File: config.mk
export PLATFORM = sky130hd
export DESIGN_NAME = json_drive_serializer
export DESIGN_NICKNAME = d
export VERILOG_FILES = /design/src/rtl/json_drive_pkg.sv /design/src/rtl/speed_field_fmt.sv /design/src/rtl/json_drive_serializer.sv
export SDC_FILE = /design/constraint.sdc
export NUM_CORES = 1
export LEC_CHECK = 0
export ABC_AREA = 1
export BUFFER_PORTS_ARGS = -buffer_cell sky130_fd_sc_hd__buf_4
export CAP_MARGIN = 15
export CORE_ASPECT_RATIO = 1.25
export CORE_MARGIN = 1
export CORE_UTILIZATION = 45
export DETAILED_ROUTE_END_ITERATION = 6
export GPL_ROUTABILITY_DRIVEN = 0
export GPL_TIMING_DRIVEN = 0
export MAX_ROUTING_LAYER = met4
export PLACE_DENSITY = 0.71
export SLEW_MARGIN = 0
export SYNTH_ARGS = -nofsm -noshare
export SYNTH_HDL_FRONTEND = slang
export SYNTH_SLANG_ARGS = --single-unit
File: constraint.sdc
create_clock -name clk -period 4.93 [get_ports clk]
set_clock_uncertainty 0.2 [all_clocks]
set_input_delay 1.479 -clock clk [delete_from_list [all_inputs] [get_ports clk]]
set_output_delay 1.479 -clock clk [all_outputs]
set_load 0.02 [all_outputs]
File: src/rtl/json_drive_pkg.sv
// json_drive_pkg: shared constants, field type and state enum
// for the JSON drive frame serializer and its field formatter.
package json_drive_pkg;

    localparam logic [7:0] CH_LBRACE = 8'h7B;
    localparam logic [7:0] CH_RBRACE = 8'h7D;
    localparam logic [7:0] CH_QUOTE  = 8'h22;
    localparam logic [7:0] CH_COLON  = 8'h3A;
    localparam logic [7:0] CH_COMMA  = 8'h2C;
    localparam logic [7:0] CH_MINUS  = 8'h2D;
    localparam logic [7:0] CH_DOT    = 8'h2E;
    localparam logic [7:0] CH_ZERO   = 8'h30;
    localparam logic [7:0] CH_LF     = 8'h0A;
    localparam logic [7:0] CH_T      = 8'h54;
    localparam logic [7:0] CH_L      = 8'h4C;
    localparam logic [7:0] CH_R      = 8'h52;

    localparam int FRAME_LEN_BASE = 27;
    localparam int OFF_T          = 5;
    localparam int OFF_L          = 11;
    localparam int OFF_R          = 21;
    localparam int FIELD_LEN      = 5;

    // Byte i of a speed field is element [i].
    typedef logic [FIELD_LEN-1:0][7:0] field_t;

    typedef enum logic [1:0] {
        IDLE,
        LOAD,
        SEND
    } state_t;

endpackage

File: src/rtl/speed_field_fmt.sv
// speed_field_fmt: clamps a signed speed to +/-SPEED_MAX and renders it
// as a 5-byte ASCII field "s0.TU". Ports: i_speed in, o_field out.
module speed_field_fmt
    import json_drive_pkg::*;
#(
    parameter int SPEED_W   = 8,
    parameter int SPEED_MAX = 99
) (
    input  logic signed [SPEED_W-1:0] i_speed,
    output field_t                    o_field
);

    logic signed [31:0] w_wide;
    logic signed [31:0] w_abs;
    logic               w_neg;
    logic [3:0]         w_tens;
    logic [3:0]         w_units;

    always_comb begin
        w_wide = {{(32-SPEED_W){i_speed[SPEED_W-1]}}, i_speed};
        w_neg  = (w_wide < 0);
        if (w_wide > SPEED_MAX) begin
            w_abs = SPEED_MAX;
        end else if (w_wide < -SPEED_MAX) begin
            w_abs = SPEED_MAX;
        end else if (w_neg) begin
            w_abs = -w_wide;
        end else begin
            w_abs = w_wide;
        end
        w_tens  = 4'(w_abs / 10);
        w_units = 4'(w_abs % 10);
        o_field[0] = w_neg ? CH_MINUS : CH_ZERO;
        o_field[1] = CH_ZERO;
        o_field[2] = CH_DOT;
        o_field[3] = CH_ZERO + {4'h0, w_tens};
        o_field[4] = CH_ZERO + {4'h0, w_units};
    end

endmodule

File: src/rtl/json_drive_serializer.sv
// json_drive_serializer: formats left/right speed commands into JSON
// drive frames and streams them bytewise. Ports: clk, rst_n, cmd_valid/
// cmd_ready/left_speed/right_speed in, tx_valid/tx_data/tx_ready out,
// busy and cmd_dropped status.
module json_drive_serializer
    import json_drive_pkg::*;
#(
    parameter int SPEED_W          = 8,
    parameter int SPEED_MAX        = 99,
    parameter int APPEND_NL        = 0,
    parameter int KEEPALIVE_CYCLES = 0
) (
    input  logic                      clk,
    input  logic                      rst_n,
    input  logic                      cmd_valid,
    output logic                      cmd_ready,
    input  logic signed [SPEED_W-1:0] left_speed,
    input  logic signed [SPEED_W-1:0] right_speed,
    output logic                      tx_valid,
    output logic [7:0]                tx_data,
    input  logic                      tx_ready,
    output logic                      busy,
    output logic                      cmd_dropped
);

    localparam int FRAME_LEN = FRAME_LEN_BASE + APPEND_NL;
    localparam int IDX_W     = $clog2(FRAME_LEN);
    localparam int KA_W      = (KEEPALIVE_CYCLES > 0) ?
                               $clog2(KEEPALIVE_CYCLES + 1) : 1;
    localparam logic [IDX_W-1:0] IDX_LAST = IDX_W'(FRAME_LEN - 1);
    localparam logic [KA_W-1:0]  KA_MAX   = KA_W'(KEEPALIVE_CYCLES);

    state_t                    r_state;
    state_t                    w_state_nxt;
    logic                      r_cmd_ready;
    logic                      r_pend_valid;
    logic                      r_drop;
    logic signed [SPEED_W-1:0] r_pend_l;
    logic signed [SPEED_W-1:0] r_pend_r;
    logic signed [SPEED_W-1:0] r_last_l;
    logic signed [SPEED_W-1:0] r_last_r;
    logic signed [SPEED_W-1:0] w_src_l;
    logic signed [SPEED_W-1:0] w_src_r;
    logic [KA_W-1:0]           r_ka;
    logic [IDX_W-1:0]          r_idx;
    logic [7:0]                r_frame [FRAME_LEN];
    logic [7:0]                w_frame [FRAME_LEN];
    field_t                    w_fld_l;
    field_t                    w_fld_r;
    logic                      w_acc;
    logic                      w_ka_fire;
    logic                      w_byte_acc;
    logic                      w_last_byte;

    assign w_acc       = cmd_valid & r_cmd_ready;
    assign w_ka_fire   = (KEEPALIVE_CYCLES != 0) && (r_ka == KA_MAX);
    assign w_byte_acc  = (r_state == SEND) && tx_ready;
    assign w_last_byte = w_byte_acc && (r_idx == IDX_LAST);

    // A keepalive load finds the slot empty and re-sends the last values.
    assign w_src_l = r_pend_valid ? r_pend_l : r_last_l;
    assign w_src_r = r_pend_valid ? r_pend_r : r_last_r;

    speed_field_fmt #(.SPEED_W(SPEED_W), .SPEED_MAX(SPEED_MAX)) u_fmt_l (
        .i_speed (w_src_l),
        .o_field (w_fld_l)
    );

    speed_field_fmt #(.SPEED_W(SPEED_W), .SPEED_MAX(SPEED_MAX)) u_fmt_r (
        .i_speed (w_src_r),
        .o_field (w_fld_r)
    );

    always_comb begin
        for (int i = 0; i < FRAME_LEN; i++) begin
            w_frame[i] = 8'h00;
        end
        w_frame[0]  = CH_LBRACE;
        w_frame[1]  = CH_QUOTE;
        w_frame[2]  = CH_T;
        w_frame[3]  = CH_QUOTE;
        w_frame[4]  = CH_COLON;
        w_frame[OFF_T] = (w_src_l == 0 && w_src_r == 0) ?
                         CH_ZERO : CH_ZERO + 8'd1;
        w_frame[6]  = CH_COMMA;
        w_frame[7]  = CH_QUOTE;
        w_frame[8]  = CH_L;
        w_frame[9]  = CH_QUOTE;
        w_frame[10] = CH_COLON;
        w_frame[16] = CH_COMMA;
        w_frame[17] = CH_QUOTE;
        w_frame[18] = CH_R;
        w_frame[19] = CH_QUOTE;
        w_frame[20] = CH_COLON;
        for (int i = 0; i < FIELD_LEN; i++) begin
            w_frame[OFF_L+i] = w_fld_l[i];
            w_frame[OFF_R+i] = w_fld_r[i];
        end
        w_frame[FRAME_LEN_BASE-1] = CH_RBRACE;
        if (APPEND_NL != 0) begin
            w_frame[FRAME_LEN-1] = CH_LF;
        end
    end

    always_ff @(posedge clk or negedge rst_n) begin
        if (!rst_n) begin
            r_state <= IDLE;
        end else begin
            r_state <= w_state_nxt;
        end
    end

    always_comb begin
        w_state_nxt = r_state;
        unique case (r_state)
            IDLE: if (r_pend_valid || w_ka_fire) w_state_nxt = LOAD;
            LOAD: w_state_nxt = SEND;
            SEND: if (w_last_byte) w_state_nxt = IDLE;
            default: w_state_nxt = IDLE;
        endcase
    end

    always_comb begin
        tx_valid    = (r_state == SEND);
        tx_data     = tx_valid ? r_frame[r_idx] : 8'h00;
        busy        = (r_state != IDLE);
        cmd_ready   = r_cmd_ready;
        cmd_dropped = r_drop;
    end

    always_ff @(posedge clk or negedge rst_n) begin
        if (!rst_n) begin
            r_cmd_ready  <= 1'b0;
            r_pend_valid <= 1'b0;
            r_drop       <= 1'b0;
            r_pend_l     <= '0;
            r_pend_r     <= '0;
            r_last_l     <= '0;
            r_last_r     <= '0;
            r_ka         <= '0;
            r_idx        <= '0;
        end else begin
            r_cmd_ready <= 1'b1;
            // Overwrite in LOAD is not a drop: the old value is being sent.
            r_drop <= w_acc && r_pend_valid && (r_state != LOAD);
            if (w_acc) begin
                r_pend_valid <= 1'b1;
                r_pend_l     <= left_speed;
                r_pend_r     <= right_speed;
            end else if (r_state == LOAD) begin
                r_pend_valid <= 1'b0;
            end
            if (r_state == LOAD) begin
                r_last_l <= w_src_l;
                r_last_r <= w_src_r;
                r_idx    <= '0;
            end else if (w_byte_acc) begin
                r_idx <= r_idx + 1'b1;
            end
            if (r_state != IDLE || w_acc) begin
                r_ka <= '0;
            end else if (!r_pend_valid && r_ka != KA_MAX) begin
                r_ka <= r_ka + 1'b1;
            end
        end
    end

    always_ff @(posedge clk or negedge rst_n) begin
        if (!rst_n) begin
            for (int i = 0; i < FRAME_LEN; i++) begin
                r_frame[i] <= 8'h00;
            end
        end else if (r_state == LOAD) begin
            for (int i = 0; i < FRAME_LEN; i++) begin
                r_frame[i] <= w_frame[i];
            end
        end
    end

endmodule
== After elaboration in Yosys (flattened, before gate mapping) ==
Cells that the tools add are included.

* Input port bits: 20
* Register bits: 102
* Output and inout bits: 12
* Logic and storage cells: 80

* Equality and inequality tests: 6
* $add $sub $neg: 7
* Multiplexer cells: 22
* Bitwise gates (word level): 2
* Div/mod/pow operators: 4
* Reduce and logical (&&, ||, !) cells: 12
* Magnitude comparators: 7

{| class="wikitable"
|+ Operator list
! cell !! count
|-
| $mux W32 || 6
|-
| $div A32 B5 Y32 const B || 2
|-
| $logic_not A32 Y1 || 2
|-
| $mod A32 B5 Y32 const B || 2
|-
| $neg A8 Y32 || 2
|-
| $bmux W8 S5 || 1
|-
| $mux W8 || 5
|-
| $add A6 B4 Y7 const A || 4
|-
| $mux W5 || 4
|-
| $gt A8 B8 Y1 const B || 2
|-
| $lt A8 B1 Y1 const B || 2
|-
| $lt A8 B8 Y1 const B || 2
|-
| $ge A6 B6 Y1 const B || 1
|-
| $not A5 Y6 || 1
|-
| $pmux W2 S3 || 1
|-
| $reduce_bool A2 Y1 || 3
|-
| $add A5 B1 Y5 const B || 1
|-
| $eq A5 B5 Y1 const B || 1
|-
| $logic_and A1 B1 Y1 || 5
|-
| $mux W2 || 2
|-
| $ne A2 B1 Y1 const B || 2
|-
| $mux W1 || 3
|-
| $eq A2 B1 Y1 const B || 1
|-
| $eq A2 B2 Y1 const B || 1
|-
| 4 further kinds || 4
|}

== Depth between registers and ports, before layout ==
Gate-level depths: netlist (run 1).

* Depth after elaboration: 7
* Depth in mapped cells: 35
* Gate-level depth less buffers: 34

== Hierarchy ==
Synthesis (run 1) repeated with hierarchy kept, for this count alone.

* Cell total of the unflattened synthesis: 1,124
* Area total of the unflattened synthesis: 8,084.0 µm²

{| class="wikitable"
|+ Modules (own cells, without submodules)
! module !! area an instance (µm²) !! cells each !! seq. area each (µm²) !! times used
|-
| json_drive_serializer || 5,994.5 || 792 || 3,103.0 || 1
|-
| speed_field_fmt || 1,044.8 || 166 || 0.0 || 2
|}

== Worst setup path after synthesis (run 1) ==
No wires, ideal clock.

* Kind: reg2reg
* Start: register r_pend_valid
* End: register r_frame[91] in the netlist's numbering
* Cell stages (with the launch flop): 34
* Clock period less this slack: 3.715 ns
* Library setup time: 0.117 ns
* Arrival: 3.398 ns
* Path buffers: 2
* Data required time: 4.613 ns
* Setup slack: 1.215 ns
* Cell sequence: dfrtp_1 -> buf_6 -> buf_6 -> nand2_1 -> nand2_1 -> ha_1 -> inv_1 -> nand2_1 -> nor2_2 -> nor2_2 -> nor2_4 -> nand3_1 -> nand3_1 -> nand2_2 -> nand2_2 -> nand2_2 -> inv_1 -> ha_1 -> inv_1 -> nor3_1 -> nand2_2 -> nand3_4 -> nand2_1 -> nand2_2 -> inv_1 -> ha_1 -> inv_1 -> nand2_1 -> nand2_1 -> inv_1 -> nand2_1 -> nand2_1 -> nand2_1 -> nand2_1

* Word-level cells in the longest chain between the ends: 7
* Elaborated cells between the ends (all ways): 10
* Classes of those cells: 2 x add/sub; 1 x div; 3 x order compare; 4 x mux

{| class="wikitable"
|+ RTL lines
! what !! line !! RTL
|-
| start: declaration || json_drive_serializer.sv:36 || <nowiki>logic r_pend_valid;</nowiki>
|-
| start signal: assignment || json_drive_serializer.sv:134 || <nowiki>r_pend_valid <= 1'b0;</nowiki>
|-
| start signal: assignment || json_drive_serializer.sv:147 || <nowiki>r_pend_valid <= 1'b1;</nowiki>
|-
| start signal: assignment || json_drive_serializer.sv:151 || <nowiki>r_pend_valid <= 1'b0;</nowiki>
|-
| $mux W8 * || json_drive_serializer.sv:61 || <nowiki>assign w_src_l = r_pend_valid ? r_pend_l : r_last_l;</nowiki>
|-
| $neg A8 Y32 or $lt A8 B1 Y1 (tied branches) || speed_field_fmt.sv:27, speed_field_fmt.sv:21 ||
|-
| $mux W32 || speed_field_fmt.sv:26 || <nowiki>end else if (w_neg) begin</nowiki>
|-
| $mux W32 || speed_field_fmt.sv:24 || <nowiki>end else if (w_wide < -SPEED_MAX) begin</nowiki>
|-
| $mux W32 * || speed_field_fmt.sv:22 || <nowiki>if (w_wide > SPEED_MAX) begin</nowiki>
|-
| $mod A32 B5 Y32 * || speed_field_fmt.sv:32 || <nowiki>w_units = 4'(w_abs % 10);</nowiki>
|-
| $add A6 B4 Y7 * || speed_field_fmt.sv:37 || <nowiki>o_field[4] = CH_ZERO + {4'h0, w_units};</nowiki>
|-
| end signal: indexed assignment || json_drive_serializer.sv:175 || <nowiki>r_frame[i] <= w_frame[i];</nowiki>
|-
| end: declaration || json_drive_serializer.sv:46 || <nowiki>logic [7:0] r_frame [FRAME_LEN];</nowiki>
|}

Mark *: on every way between the ends. The rest lies on a longest branch, timed or not.
A chain may end at the register's enable or synchronous reset.

== Final worst setup path (run 1) ==
* Start: register r_pend_valid
* End: register r_frame[91] in the netlist's numbering

* Word-level cells in the longest chain between the ends: 7
* Elaborated cells between the ends (all ways): 10
* Classes of those cells: 2 x add/sub; 1 x div; 3 x order compare; 4 x mux

{| class="wikitable"
|+ RTL lines
! what !! line !! RTL
|-
| $mux W8 * || json_drive_serializer.sv:61 ||
|-
| named net u_fmt_l.i_speed[1] || speed_field_fmt.sv:9 || <nowiki>input logic signed [SPEED_W-1:0] i_speed,</nowiki>
|-
| $neg A8 Y32 or $lt A8 B1 Y1 (tied branches) || speed_field_fmt.sv:27, speed_field_fmt.sv:21 ||
|-
| $mux W32 || speed_field_fmt.sv:26 ||
|-
| $mux W32 || speed_field_fmt.sv:24 ||
|-
| $mux W32 * || speed_field_fmt.sv:22 ||
|-
| $mod A32 B5 Y32 * || speed_field_fmt.sv:32 ||
|-
| $add A6 B4 Y7 * || speed_field_fmt.sv:37 ||
|}

Mark *: on every way through the listed nets, which the timed path passes. The rest lies on a longest branch.

==> metrics.txt, run 1 <==
clock buffer depth=2; vias per cell=5.31; most common cell after layout, fill and taps aside=nand2_1; R2R setup slack=0.62 ns; number of warnings issued by yosys=0; Worst-path clk slew=0.06 ns; Yosys reg bits=62; period utilization=87.4%; P&R area growth vs syn=14.5%; total grt overflow=0; first-pass GRT wire length=20000 um; via count=4558; clk sink count=62; Final Hold Viols=0; Critical Path Sink Type=flip-flop; Setup Viol. Count Final=0; # DRC=0; I/O pins=32; relative slew slack=48.2%; Core Area=10100 um^2; Synthesized Nets=716; maximum clock rate=232 MHz; slowest cell delay on critical path=0.44 ns; WL per Instance=13.2 um; postcts setup bufs=0; layout cells sized above 1=16.5%; initial drt markers=214; critical path fanouts, max=10; Die ar.=10800 um^2; hold buffers post-CTS=0; Worst path most repeated cell=nand2_1; Std-Cell Rows=41; slowest CP cell=dfrtp_1; DR pass1 iterations=5; DRT Wirelength=11400 um; CTS HTree Levels=3; Worst EP required=4.94 ns; number of global-route vias before repair=4395; Setup crit start=r_pend_valid; DPL Wire Length=8740 um; largest net degree at the start of global routing=63; worst reg2reg startpoint=r_pend_valid; synthesized area per cell=6.85 um^2; Diodes inserted=0; Worst-Margin Slew=0.777 ns; Global Route Usage Sum=23.7%; most frequent cells in the layout=nand2_1, inv_1, nor2_1; Initial Util=46.3%; Chip Height=116 um; initial antenna violation count=0; Hold Slack=0.285 ns; Synth cell types=45; Die W=93.2 um; clock root buffer=clkbuf_16; Worst Hold Class=flip-flop to flip-flop; CP Capture Point=r_frame[91]; startpoint types=flip-flop; Setup Slack @ Placement=0.613 ns; number of nets in the layout=757; final critical-path setup slack=0.620 ns; post-synthesis instance total=684; CTS buffer count=9; ys async rst share=100%; Util after Layout=53.0%; clock latency on the worst-skew pair=0.32 ns; max-slew violations=0; CTS tree=done; Worst Path Arrival=4.32 ns; kind of critical path=flip-flop to flip-flop; final antenna-violating net count=0; Post-synth EDFFs=0; post-synthesis sequential area ratio=33.1%; reg2reg path depth=34; synthesized area=4680 um^2; max_cap viols=0; Gates resized, CTS repair=0; post-route minimum period=4.31 ns; RSZ-0062 raised after global routing=false; Port Buf Inserts=30; run status=complete, no violations; Synth Flop Type=dfrtp_1; reg-to-reg endpoint=r_frame[91]; Setup TNS Final=0 ns
[worst min path at each step]
stage / startpoint / endpoint / slack, ns / cells past startpoint
6_report: r_frame[9] / r_frame[9] / 0.29 / 2
3_5_place_dp: r_frame[9] / r_frame[9] / 0.28 / 2
3_3_place_gp: r_frame[9] / r_frame[9] / 0.27 / 2
4_1_cts: r_frame[9] / r_frame[9] / 0.29 / 2
2_1_floorplan: r_frame[89] / r_frame[89] / 0.24 / 2
5_1_grt: r_frame[90] / r_frame[90] / 0.32 / 2
[layer usage]
| layer | vias to the layer above | global-route usage (%) | wire [um] |
|---|---|---|---|
| met5 | - | - | 0 |
| met2 | 137 | 40.9 | 5720 |
| met4 | 0 | 8.31 | 208 |
| met1 | 2126 | 28.4 | 4940 |
| met3 | 17 | 3.08 | 488 |
| li1 | 2278 | - | - |
[flip-flops by register name, indices dropped and copies added (netlist names)]
signal	flops
cmd_dropped	1
cmd_ready	1
r_frame	22
r_idx	5
r_last_l	7
r_last_r	7
r_pend_l	8
r_pend_r	8
r_pend_valid	1
r_state	2
[metrics by stage]
step                std cells  area (um^2)
finish                    858         5360
global route              858         5360
CTS                       858         5360
detailed placement        843         5070
global placement          843         5070
floorplan                 684         4680
[worst max-delay path: cells and delay by family, from the launching register on]
family	cells	cell delay [ns]
buf+inv	9	0.85
simple gates	22	2.14
flops	1	0.44
fa+ha+maj	3	0.55
[cell families (layout without fill, tap and decap cells)]
logic type / after synthesis / after routing / synth area share, %
flops: 62 / 62 / 33.1
buf+inv: 118 / 163 / 10.3
other cells: 2 / 2 / 0.160
compound gates: 110 / 110 / 15.0
fa+ha+maj: 12 / 12 / 3.21
xor+xnor: 5 / 5 / 0.935
mux: 4 / 4 / 0.962
simple gates: 371 / 371 / 36.3
[cell type report]
class                      instances  area [um^2]
multi-input combinational        504         2650
fill                             990         4750
tap                              129          161
inverter                          93          349
timing repair buffer              30          225
clock inverter                     4         47.5
sequential                        62         1550
clock buffer                      11          243
buffer                            25          131
[Yosys cell counts, drive strengths merged, types with 2 or more instances]
cell type,n,area share (%)
nand2,225,20
inv,92,7.4
nor2,75,7.0
dfrtp,62,33
nand3,53,6.8
o21ai,52,6.9
a21oi,28,3.0
clkbuf,16,1.3
ha,12,3.2
buf,9,1.5
nand4,9,1.2
a211oi,6,0.96
nor3,5,0.53
a31oi,4,0.53
mux2,4,0.96
a311oi,3,0.56
nand3b,3,0.48
o21bai,3,0.56
o32ai,3,0.56
xnor2,3,0.56
a221oi,2,0.37
conb,2,0.16
o211ai,2,0.32
o22ai,2,0.27
xor2,2,0.37
Power of run 1 is not shown: default switching activity piles up to over one toggle a cycle in this logic, so the estimate is an artifact.
==> run 2, diff against run 1 <==
--- a/config.mk
+++ b/config.mk
@@ -5,7 +5,7 @@
 export SDC_FILE = /design/constraint.sdc
 export NUM_CORES = 1
 export LEC_CHECK = 0
-export ABC_AREA = 1
+export ABC_AREA = 0
 export BUFFER_PORTS_ARGS = -buffer_cell sky130_fd_sc_hd__buf_4
 export CAP_MARGIN = 15
 export CORE_ASPECT_RATIO = 1.25
@@ -15,7 +15,7 @@
 export GPL_ROUTABILITY_DRIVEN = 0
 export GPL_TIMING_DRIVEN = 0
 export MAX_ROUTING_LAYER = met4
-export PLACE_DENSITY = 0.71
+export PLACE_DENSITY_LB_ADDON = 0.05
 export SLEW_MARGIN = 0
 export SYNTH_ARGS = -nofsm -noshare
 export SYNTH_HDL_FRONTEND = slang
==> metrics.txt, run 2 <==
Biggest register=r_frame; synthesized area per cell=8.35 um^2; CTS tree=done; critical path fanouts, max=14; hold_sp=r_frame[88]; Synth top area share=31.9%; startpoint types=flip-flop; WL per Instance=17.7 um; Die ar.=11200 um^2; Post-synth EDFFs=0; initial antenna violation count=0; slowest CP cell=dfrtp_1; max_cap viols=0; hold buffers post-CTS=0; Synth cell types=80; CTS buffer count=9; slowest cell delay on critical path=0.40 ns; # DRC=0; relative slew slack=42.2%; Synth Flop Type=dfrtp_1; main combinational cell family by area after synthesis=compound AO/OA/AOI/OAI gates; number of nets in the layout=672; Synth area leader=dfrtp_1; RSZ-0062 raised after global routing=false; DRT Wirelength=13800 um; total grt overflow=0; Die W=95.0 um; P&R area growth vs syn=22.9%; I/O pins=32; Commonest cells post-synth=nand2_1, dfrtp_1, o21ai_0; Largest regs=r_frame x22, r_pend_l x8, r_pend_r x8; Worst-Margin Slew=0.842 ns; Core Area=10600 um^2; max reg flops=22; clock latency on the worst-skew pair=0.33 ns; post-synthesis sequential area ratio=31.9%; clock root buffer=clkbuf_16; Finished Cell Area=5980 um^2; Global Route Usage Sum=26.3%; wire length on met1=6120 um; Synth Area in Adders=3.08%; layout cells sized above 1=22.3%; Util after Layout=56.6%; ys async rst share=100%; simple-gate portion of the synthesized area=22.8%; Initial Util=46.1%; Setup crit start=r_pend_valid; Critical Path Sink Type=flip-flop; Std-Cell Rows=42; first-pass GRT wire length=22600 um; top layer in use=met4; most frequent cells in the layout=nand2_1, dfrtp_1, buf_4; DPL Wire Length=9940 um; Yosys reg bits=62; most frequent cell after synthesis=nand2_1; Worst-path clk slew=0.06 ns; post-synthesis instance total=583; via count=4746; Port Buf Inserts=30; Final Hold Viols=0; vias per cell=6.11; post-route minimum period=4.64 ns; Chip Height=118 um; number of warnings issued by yosys=0; Diodes inserted=0; placed instance area=5280 um^2; worst reg2reg startpoint=r_pend_valid; clock buffer depth=2; CTS HTree Levels=3; maximum clock rate=216 MHz; clk sink count=62; initial drt markers=278; DR pass1 iterations=5; Worst EP required=4.95 ns; most common cell after layout, fill and taps aside=nand2_1; metal3 WL=553 um; Compound-Gate Fraction of Synth Area=24.6%; final antenna-violating net count=0; number of global-route vias before repair=4503; kind of critical path=flip-flop to flip-flop; Synth area leaders=dfrtp_1, nand2_1, mux2_2; synthesized area=4870 um^2; Synthesized Nets=615; dpl cells=745; max-slew violations=0; Worst Path Arrival=4.66 ns; period utilization=94.1%; largest net degree at the start of global routing=63; Setup Viol. Count Final=0; run status=complete, no violations; DR WL met2=6630 um; proportion of synthesized area in mux cells=10.6%; Worst Hold Class=flip-flop to flip-flop; xor/xnor share of the synthesized area=2.31%; crit path cell chain=buf_6 > buf_12 > mux2i_4 > ha_2 > nor4b_4 > buf_4 > or2_2 > a21oi_1 > o2111ai_2 > nand2b_4 > a31oi_4 > inv_1 > ha_1 > and3_1 > a31o_2 > nor2b_1 > buf_4 > xnor2_1 > ha_1 > nor2_1 > a221o_1; Non-Filler Instances=777
-- run 2: changes by cell type after synthesis, sizes merged, moves of 8 or more --
cell    change
nand4       -8
nand2b      +9
nor2       -34
mux2       +20
mux2i      +24
nand3      -33
and2       +10
nor3       +18
nand2     -152
inv        -74
o31ai       +9
-- run 2: cells by family after synthesis --
logic type | after synthesis
xor gates and xnor gates | 12
muxes | 48
buffers and inverters | 51
other | 2
and+or+nand+nor | 223
AOI/OAI and AO/OA | 173
adders and majority gates | 12
DFF | 62
-- run 2: stage by stage --
step	hold slack, ns	worst slack, ns	setup TNS (ns)
global route	0.299	0.0332	0
CTS	0.282	0.0367	0
detailed placement	0.270	-0.959	-6.60
floorplan	0.239	-0.0516	-0.0516
global placement	0.261	-0.820	-5.34
finish	0.277	0.290	0
-- run 2: final timing paths --
path,to,slack [ns],cells past startpoint
max,r_frame[90],0.29,21
min,r_frame[88],0.28,2
max reg2reg,r_frame[90],0.29,21
min reg2reg,r_frame[88],0.28,2
max in group asynchronous,r_last_l[5],2.97,1
min in group asynchronous,r_frame[90],1.02,1
-- run 2: critical path, delay by kind of cell, from the launching register on --
kind / cells / cell delay, ns
compound gates: 5 / 1.20
xor+xnor: 1 / 0.11
fa+ha+maj: 3 / 0.71
buf+inv: 5 / 0.72
flops: 1 / 0.40
mux: 1 / 0.19
simple gates: 6 / 0.98
-- run 2: cell type report --
type | count | area [um^2]
fill | 984 | 4580
multi-input combinational | 470 | 3340
sequential | 62 | 1550
timing repair buffer | 48 | 378
clock buffer | 13 | 250
buffer | 31 | 168
tap | 132 | 165
clock inverter | 3 | 67.6
inverter | 18 | 67.6
-- run 2: timing repair --
item / 4_1_cts / 5_1_grt
endpoints found under the hold margin: 0 / 0
pin swaps: 2 / 6
resized for setup: 31 / 22
gates cloned: 0 / 1
endpoints found under the setup margin: 9 / 6
buffers inserted: 7 / 10
-- run 2: metal layers --
metal	global-route usage [%]	vias to the layer above
li1	-	2286
met1	33.4	2276
met2	41.2	146
met3	3.54	38
met4	12.3	0
met5	-	-
Power of run 2 is left out for the same reason.
==> run 3, diff against run 2 <==
--- a/config.mk
+++ b/config.mk
@@ -10,7 +10,7 @@
 export CAP_MARGIN = 15
 export CORE_ASPECT_RATIO = 1.25
 export CORE_MARGIN = 1
-export CORE_UTILIZATION = 45
+export CORE_UTILIZATION = 57
 export DETAILED_ROUTE_END_ITERATION = 6
 export GPL_ROUTABILITY_DRIVEN = 0
 export GPL_TIMING_DRIVEN = 0
==> metrics.txt, run 3 (synthesized netlist as in run 2, its figures left out) <==
Final Hold Viols=0; WL per Instance=17.8 um; initial drt markers=295; startpoint types=flip-flop; reg-to-reg endpoint=r_frame[90]; # DRC=2; Std-Cell Rows=37; number of global-route vias before repair=4682; layout cells sized above 1=21.6%; RSZ-0062 raised after global routing=false; Worst Hold Class=flip-flop to flip-flop; max-slew violations=0; placed instance area=5230 um^2; worst reg2reg startpoint=r_pend_valid; Util after Layout=70.2%; most common cell after layout, fill and taps aside=nand2_1; Chip Height=105 um; Die ar.=8920 um^2; Largest regs=r_frame x22, r_pend_l x8, r_pend_r x8; reg2reg path depth=21; Worst EP required=4.95 ns; DRT Wirelength=13200 um; max_cap viols=0; Setup crit start=r_pend_valid; CTS tree=done; Setup Viol. Count Final=0; Worst-Margin Slew=0.778 ns; maximum clock rate=214 MHz; hold buffers post-CTS=0; post-route minimum period=4.67 ns; Port Buf Inserts=30; max reg flops=22; relative slew slack=46.6%; Biggest register=r_frame; clk sink count=62; critical path fanouts, max=14; Finished Cell Area=5790 um^2; Core Area=8240 um^2; DR pass1 iterations=7; total grt overflow=0; final antenna-violating net count=0; CTS HTree Levels=3; kind of critical path=flip-flop to flip-flop; Worst path depth=21; vias per cell=6.52; Worst Path Arrival=4.69 ns; period utilization=94.7%; first-pass GRT wire length=22000 um; most frequent cells in the layout=nand2_1, dfrtp_1, buf_4; Largest delay share family, worst path=compound AO/OA/AOI/OAI gates; number of nets in the layout=674; largest net degree at the start of global routing=63; Bufs and invs on worst path=5; DPL Wire Length=9350 um; I/O pins=32; slowest CP cell=dfrtp_1; P&R area growth vs syn=18.9%; Global Route Usage Sum=31.6%; run status=finished, violations left; Worst-path clk slew=0.07 ns; CP Capture Point=r_frame[90]; slowest cell delay on critical path=0.38 ns; failing checks=design-rule violations; CTS buffer count=9; clock buffer depth=2; Initial Util=59.1%; R2R setup slack=0.26 ns; Diodes inserted=0; clock latency on the worst-skew pair=0.33 ns; initial antenna violation count=0; Critical Path Sink Type=flip-flop; clock root buffer=clkbuf_8; Die W=84.7 um; crit path cell chain=buf_6 > buf_12 > mux2i_4 > ha_4 > nor4b_4 > buf_4 > or2_2 > a21oi_1 > a2bb2oi_2 > a211o_1 > a31oi_4 > inv_1 > ha_1 > and3_1 > a31o_2 > nor2b_1 > buf_4 > xnor2_2 > ha_1 > nor2_1 > a221o_1; via count=4851
[run 3: cell types whose count changed in the layout (fill, tap and decap cells not counted), sizes merged]
cell      previous run  this run
buf                 56        58
bufinv               2         0
clkbuf              36        38
clkinv               0         1
clkinvlp             1         0
[run 3: worst reg2reg max path, delay by kind of cell (launching register included)]
kind                       cells  cell delay (ns)
AOI/OAI and AO/OA              6             1.33
xor gates and xnor gates       1             0.10
adders and majority gates      3             0.70
buffers and inverters          5             0.80
DFF                            1             0.38
muxes                          1             0.30
and+or+nand+nor                5             0.76
[run 3: per-stage QoR]
step                      worst slack, ns  std cells  setup TNS [ns]  hold WS, ns
after floorplan                   -0.0516        583         -0.0516        0.239
after global placement             -0.770        710           -4.53        0.257
after detailed placement           -0.954        710           -6.14        0.267
after CTS                          0.0242        732               0        0.279
after global routing               0.0364        744               0        0.311
final                               0.263        744               0        0.276
[run 3: final cells by class]
type | instances | area, um^2
inverters | 18 | 67.6
multi-input cells | 470 | 3330
plain buffers | 31 | 166
flip-flops and latches | 62 | 1550
clock buffers | 15 | 156
fillers | 662 | 2450
clock inverters | 1 | 5.00
well taps | 97 | 121
repair buffers | 50 | 393
[run 3: worst min-delay path by stage]
stage / start / endpoint / slack [ns] / cells past startpoint
after detailed placement: r_frame[99] / r_frame[99] / 0.27 / 2
after floorplan: r_frame[99] / r_frame[99] / 0.24 / 2
after global placement: r_frame[99] / r_frame[99] / 0.26 / 2
after global routing: r_frame[19] / r_frame[19] / 0.31 / 2
after CTS: r_frame[99] / r_frame[99] / 0.28 / 2
final: r_frame[99] / r_frame[99] / 0.28 / 2
[run 3: repair_timing]
item	in CTS	in global routing
pin swaps	4	8
endpoints found under the hold margin	0	0
setup endpoints to repair	9	6
gates resized for setup	34	15
gates cloned	0	1
buffers inserted	7	12
[run 3: layer usage]
layer	share of wire, %	wire [um]	global-route usage, %
met4	2.9	380	14.2
met5	0	0	-
met3	5.6	736	5.01
met1	42	5600	37.4
met2	49	6500	53.1
Power of run 3 is left out for the same reason.
